**config.mk**
```make
export PLATFORM = sky130hd
export DESIGN_NAME = fpu_issue_ctrl
export DESIGN_NICKNAME = d
export VERILOG_FILES = /design/src/rtl/rv32f_types_pkg.sv /design/src/rtl/fpu_scoreboard.sv /design/src/rtl/fpu_issue_ctrl.sv
export SDC_FILE = /design/constraint.sdc
export NUM_CORES = 1
export LEC_CHECK = 0
export CORE_MARGIN = 10
export CORE_UTILIZATION = 48
export DETAILED_ROUTE_END_ITERATION = 7
export GPL_TIMING_DRIVEN = 1
export PLACE_DENSITY = 0.93
export SLEW_MARGIN = 25
export SYNTH_ARGS = -nofsm -noshare
export SYNTH_HDL_FRONTEND = slang
export SYNTH_HIERARCHICAL = 1
export SYNTH_SLANG_ARGS = --single-unit
```
**constraint.sdc**
```tcl
create_clock -name CLK -period 7 [get_ports CLK]
set_input_delay 1.4 -clock CLK [delete_from_list [all_inputs] [get_ports CLK]]
set_output_delay 1.4 -clock CLK [all_outputs]
set_load 0.01 [all_outputs]
```
**src/rtl/rv32f_types_pkg.sv**
```systemverilog
// Shared types for the RV32F issue controller: FSM state encoding and default abort limit.
package rv32f_types_pkg;

  typedef enum logic [1:0] {
    IDLE = 2'd0,
    BUSY = 2'd1,
    WB   = 2'd2
  } fpu_ctrl_state_t;

  localparam int FPU_TIMEOUT_DEFAULT = 64;

endpackage

```
**src/rtl/fpu_scoreboard.sv**
```systemverilog
// 32-entry busy scoreboard for FP registers: one set, one clear, clear-all, three read ports.
module fpu_scoreboard (
  input  logic       clk,
  input  logic       rst,
  input  logic       set_en,
  input  logic [4:0] set_idx,
  input  logic       clr_en,
  input  logic [4:0] clr_idx,
  input  logic       clr_all,
  input  logic [4:0] rd_idx_a,
  input  logic [4:0] rd_idx_b,
  input  logic [4:0] rd_idx_c,
  output logic       rd_a,
  output logic       rd_b,
  output logic       rd_c
);

  logic [31:0] busy;
  logic [31:0] set_mask;
  logic [31:0] clr_mask;

  // NOTE: every signal written in always_comb gets a default first, so no path can infer a latch.
  always_comb begin
    set_mask = '0;
    clr_mask = '0;
    if (set_en) set_mask = 32'd1 << set_idx;
    if (clr_en) clr_mask = 32'd1 << clr_idx;
  end

  // NOTE: the busy vector is control state, not storage, so it must be reset; a stale bit would stall forever.
  // The set mask is OR-ed in last so a same-cycle set beats any clear.
  always_ff @(posedge clk) begin
    if (rst) busy <= '0;
    else     busy <= (busy & ~clr_mask & {32{~clr_all}}) | set_mask;
  end

  assign rd_a = busy[rd_idx_a];
  assign rd_b = busy[rd_idx_b];
  assign rd_c = busy[rd_idx_c];

endmodule

```
**src/rtl/fpu_issue_ctrl.sv**
```systemverilog
// Single-op FP issue controller: hazard check, issue, timeout abort, and FP register-file write arbitration.
module fpu_issue_ctrl
  import rv32f_types_pkg::*;
#(
  parameter int TIMEOUT_CYCLES = FPU_TIMEOUT_DEFAULT
) (
  input  logic        CLK,
  input  logic        RST,
  input  logic        dec_valid,
  input  logic [6:0]  fpu_op,
  input  logic        dec_flw,
  input  logic [4:0]  f_rs1,
  input  logic [4:0]  f_rs2,
  input  logic [4:0]  f_rd,
  input  logic [2:0]  f_frm,
  input  logic        flush,
  input  logic        flw_valid,
  input  logic [4:0]  flw_rd,
  input  logic [31:0] flw_data,
  output logic        fpu_start,
  output logic        fpu_abort,
  output logic [6:0]  fpu_op_o,
  output logic [2:0]  fpu_frm_o,
  output logic [4:0]  fpu_rs1_o,
  output logic [4:0]  fpu_rs2_o,
  input  logic        fpu_done,
  input  logic [31:0] fpu_result,
  input  logic [4:0]  fpu_flags,
  output logic        frf_wen,
  output logic [4:0]  frf_waddr,
  output logic [31:0] frf_wdata,
  output logic        fflags_wen,
  output logic [4:0]  fflags,
  output logic        stall,
  output logic        fpu_timeout
);

  localparam int CNT_W = $clog2(TIMEOUT_CYCLES + 1);
  localparam logic [CNT_W-1:0] CNT_LAST = CNT_W'(TIMEOUT_CYCLES - 1);

  fpu_ctrl_state_t  state;
  logic [CNT_W-1:0] cnt;
  logic [4:0]       rd_q;
  logic [31:0]      result_q;
  logic [4:0]       flags_q;

  logic fp_req, hz_rs1, hz_rs2, hz_rd, hazard, issue;
  logic wb_retire, timeout_hit, sb_clr_en, sb_clr_all;

  fpu_scoreboard u_scoreboard (
    .clk      (CLK),
    .rst      (RST),
    .set_en   (issue),
    .set_idx  (f_rd),
    .clr_en   (sb_clr_en),
    .clr_idx  (rd_q),
    .clr_all  (sb_clr_all),
    .rd_idx_a (f_rs1),
    .rd_idx_b (f_rs2),
    .rd_idx_c (f_rd),
    .rd_a     (hz_rs1),
    .rd_b     (hz_rs2),
    .rd_c     (hz_rd)
  );

  // An FLW return always owns the write port; the held FPU result retires only on a free cycle.
  always_comb begin
    fp_req      = dec_valid & (fpu_op != '0);
    hazard      = hz_rs1 | hz_rs2 | hz_rd;
    issue       = (state == IDLE) & fp_req & ~hazard & ~flush;
    timeout_hit = (state == BUSY) & ~flush & ~fpu_done & (cnt == CNT_LAST);
    wb_retire   = (state == WB) & ~flw_valid & ~flush & ~RST;
    sb_clr_en   = wb_retire | timeout_hit;
    sb_clr_all  = flush & (state != IDLE);
    stall       = (fp_req & ((state != IDLE) | hazard)) | (dec_valid & dec_flw & hz_rd);
    frf_wen     = flw_valid | wb_retire;
    frf_waddr   = flw_valid ? flw_rd : rd_q;
    frf_wdata   = flw_valid ? flw_data : result_q;
    fflags_wen  = wb_retire;
    fflags      = flags_q;
  end

  // NOTE: sequential state uses non-blocking assignments so every register samples pre-edge values.
  always_ff @(posedge CLK) begin
    if (RST) begin
      state       <= IDLE;
      cnt         <= '0;
      rd_q        <= '0;
      result_q    <= '0;
      flags_q     <= '0;
      fpu_start   <= 1'b0;
      fpu_abort   <= 1'b0;
      fpu_timeout <= 1'b0;
      fpu_op_o    <= '0;
      fpu_frm_o   <= '0;
      fpu_rs1_o   <= '0;
      fpu_rs2_o   <= '0;
    end else begin
      fpu_start   <= 1'b0;
      fpu_abort   <= 1'b0;
      fpu_timeout <= 1'b0;
      case (state)
        IDLE: begin
          if (issue) begin
            fpu_start <= 1'b1;
            fpu_op_o  <= fpu_op;
            fpu_frm_o <= f_frm;
            fpu_rs1_o <= f_rs1;
            fpu_rs2_o <= f_rs2;
            rd_q      <= f_rd;
            cnt       <= '0;
            state     <= BUSY;
          end
        end
        BUSY: begin
          cnt <= cnt + 1'b1;
          if (flush) begin
            fpu_abort <= 1'b1;
            state     <= IDLE;
          end else if (fpu_done) begin
            result_q <= fpu_result;
            flags_q  <= fpu_flags;
            state    <= WB;
          end else if (cnt == CNT_LAST) begin
            fpu_timeout <= 1'b1;
            fpu_abort   <= 1'b1;
            state       <= IDLE;
          end
        end
        WB: begin
          if (flush) begin
            fpu_abort <= 1'b1;
            state     <= IDLE;
          end else if (!flw_valid) begin
            state <= IDLE;
          end
        end
        default: state <= IDLE;
      endcase
    end
  end

endmodule
```
==> flow_metrics.tcl <==
set metrics [dict create \
    max_stage_delay_ns 1.09 \
    crit_path_frequent_cell "clkdlybuf4s50_1" \
    synthDominantCellAreaShare_pct 37.0 \
    cts_resized 0 \
    end_kind "output port" \
    synth_compound_area_share_pct 18.6 \
    clock_latency_ns 0.35 \
    post_cts_buffers 0 \
    grt_max_degree 100 \
    grt_pass1_wl_um 29500 \
    grt_usage_pct 22.0 \
    hpwl_um 14600 \
    synth_top_family_by_area "simple AND/OR/NAND/NOR gates" \
    whs_ns 0.455 \
    first_iter_violations 754 \
    yosys.area.top_type "dfxtp_1" \
    final_antenna_net_count 0 \
    cts_root_buf "clkbuf_16" \
    synth_edf_count 0 \
    drc 0 \
    tightest_slew_ns 0.940 \
    io_pins 174 \
    die-area_mm2 0.0167 \
    setup_violations 0 \
    dr.pass1.iters 7 \
    yosysWarnings 6 \
    p_sw_w 0.000428 \
    power_density_mw_per_mm2 197 \
    synth_seq_area_share_pct 37.0 \
    start_kind "input pin" \
    leakage_nw 2.77 \
    vias 5886 \
    syn_avg_cell_area_um2 8.14 \
    wl_per_cell_um 19.9 \
    sequentialPowerShare_pct 42.2 \
    slowest_stage "clkdlybuf4s50_1" \
    num_rows 39 \
    status "completed" \
    synthMuxAreaShare_pct 16.5 \
    ys.flop_type "dfxtp_1" \
    core-area_mm2 0.0116 \
    nNetsFinal 959 \
    clk_pin_slew_worst_paths_ns 0.07 \
    ys_ff_latch 106 \
    overflow 0 \
    min_period_ns 5.94 \
    relSlewSlack_pct 37.1 \
    nFillCells 924 \
    synthAdderAreaFrac_pct 1.09 \
    power.share.clock_pct 35.3 \
    synthSimpleGateAreaFrac_pct 22.0 \
    combPwrFrac_pct 22.6 \
    fin_worst_skew_ns 0.00936 \
    die_y_um 129 \
    drv_slew 0 \
    cp_data_required_time_ns 5.60 \
    cts_sinks 106 \
    synth_nets 815 \
    areaGrowthSynthToFinish_pct 35.7 \
    h-tree-depth 3 \
    crit_arrival_ns 4.54 \
    peakVddDrop_mv 0.204 \
    max_freq_mhz 168 \
    clock_path_buffers 2 \
    cp_max_fo 17 \
    synth_area_mm2 0.00573 \
    internal_power_w 0.00111 \
    ys_async_sr_fraction_pct 0 \
    cap_violations 0 \
    antenna_found_initial 0 \
    yosysUniqueCellTypes 50 \
    grt_pass1_vias 5623 \
    port_buffers 173 \
    gp_congestion 1.02 \
    antenna_cells 0 \
    tns_ns 0 \
    holdBufCountCts 0 \
    path_class "input pin to output port" \
    syn_inst 704 \
    start_util_pct 49.6 \
    cts_made_buffers 9 \
    drive_gt1_share_pct 8.32 \
    finalHoldViolCount 0 \
    via_per_inst 5.91 \
    synth_xor_area_share_pct 0 \
    die_x_um 129 \
    rsz0062_at_grt "no" \
    synthTopCellsByArea "dfxtp_1, nand2_1, mux2i_1, a21oi_1, mux2_2" \
    period_share_pct 84.8 \
    cp_cell_sequence "clkdlybuf4s50_1 -> mux2i_1 -> a22oi_1 -> nand4b_1 -> a21oi_1 -> a311o_1 -> nor4b_4 -> o21ai_0 -> and2_1 -> clkdlybuf4s50_1" \
    hp-class "register to register" \
    wl_um 19900 \
    netSwitchingFraction_pct 27.9 \
    cts_tree "done" \
]
## layer usage
metal | track usage [%] | vias up | share of wire (%)
met5 | 0 | - | 0
met4 | 7.16 | 0 | 2.5
met3 | 5.67 | 42 | 9.9
met2 | 37.9 | 311 | 49
met1 | 26.2 | 2744 | 38
li1 | - | 2789 | -
## metrics by stage
step | std cells | utilization, % | power [W] | worst slack [ns] | area (um2)
4_1_cts | 996 | 67.2 | 0.00154 | 1.07 | 7770
3_5_place_dp | 980 | 64.4 | 0.00100 | 1.08 | 7450
2_1_floorplan | 704 | - | 0.000843 | 2.48 | 5730
6_report | 996 | 67.2 | 0.00153 | 1.06 | 7780
3_3_place_gp | 980 | 64.4 | 0.000993 | 1.13 | 7450
5_1_grt | 996 | 67.2 | 0.00158 | 0.897 | 7780
## final timing paths
check | endpoint | start | slack, ns | cells past startpoint
max | stall | f_rs2[1] | 1.06 | 10
min | fpu_frm_o[1] | fpu_frm_o[1] | 0.45 | 2
max reg2reg | u_scoreboard/busy[3] | u_scoreboard/busy[19] | 3.83 | 12
min reg2reg | fpu_frm_o[1] | fpu_frm_o[1] | 0.45 | 2
## logic make-up after synthesis
kind of cell               Yosys count
and+or+nand+nor                    283
AOI/OAI and AO/OA                  164
DFF                                106
muxes                               90
buffers and inverters               56
adders and majority gates            5
## state kept, by name, indices dropped and copies added (netlist names)
signal             cells
fpu_op_o               7
state                  2
fpu_rs1_o              5
result_q              32
fpu_start              1
fpu_rs2_o              5
u_scoreboard/busy     32
fflags                 5
fpu_abort              1
cnt                    7
fpu_frm_o              3
rd_q                   5
fpu_timeout            1
## Yosys cell counts, types with 5 or more instances
library cell	n
nand2_1	178
ha_1	5
nand3_1	16
a21oi_1	94
buf_6	5
inv_1	7
o311ai_0	7
a211oi_1	5
a22oi_1	12
mux2_2	37
dfxtp_1	106
o211ai_1	10
nor2b_1	10
nand2b_1	10
clkbuf_1	31
mux2i_1	53
a32oi_1	13
nor2_1	37
and2_1	5
## final cells by class
cell class | instances | area [um2] | share of cell area, %
clock buffers | 12 | 267 | 3.43
flip-flops and latches | 106 | 2120 | 27.3
inverters | 10 | 37.5 | 0.483
well taps | 143 | 179 | 2.30
clock inverters | 4 | 56.3 | 0.724
repair buffers | 179 | 1770 | 22.8
multi-input cells | 542 | 3340 | 43.0
## critical path, delay by kind of cell
family	cells	cell delay (ns)
and+or+nand+nor	3	0.63
AOI/OAI and AO/OA	4	0.65
buffers and inverters	2	1.58
muxes	1	0.26
## power by group through the flow
stage | combinational (W) | sequential [W] | clock [W]
6_report | 0.000346 | 0.000647 | 0.000541
3_5_place_dp | 0.000342 | 0.000660 | 0
5_1_grt | 0.000373 | 0.000649 | 0.000563
2_1_floorplan | 0.000187 | 0.000656 | 0
3_3_place_gp | 0.000335 | 0.000659 | 0
4_1_cts | 0.000345 | 0.000646 | 0.000546
## layout by cell type (no fill, tap or decap), drive strengths merged, types with 5 or more instances in the layout
master         count
dfxtp            106
a32oi             13
o211ai            10
a211oi             5
and2               5
nand3             16
nand2            178
buf                8
clkbuf            12
nand2b            10
ha                 5
a22oi             12
mux2i             53
a21oi             94
inv               11
o311ai            10
nor2b             10
nor2              37
mux2              37
clkdlybuf4s50    171
Note: power is estimated with default switching activity, not from simulation.
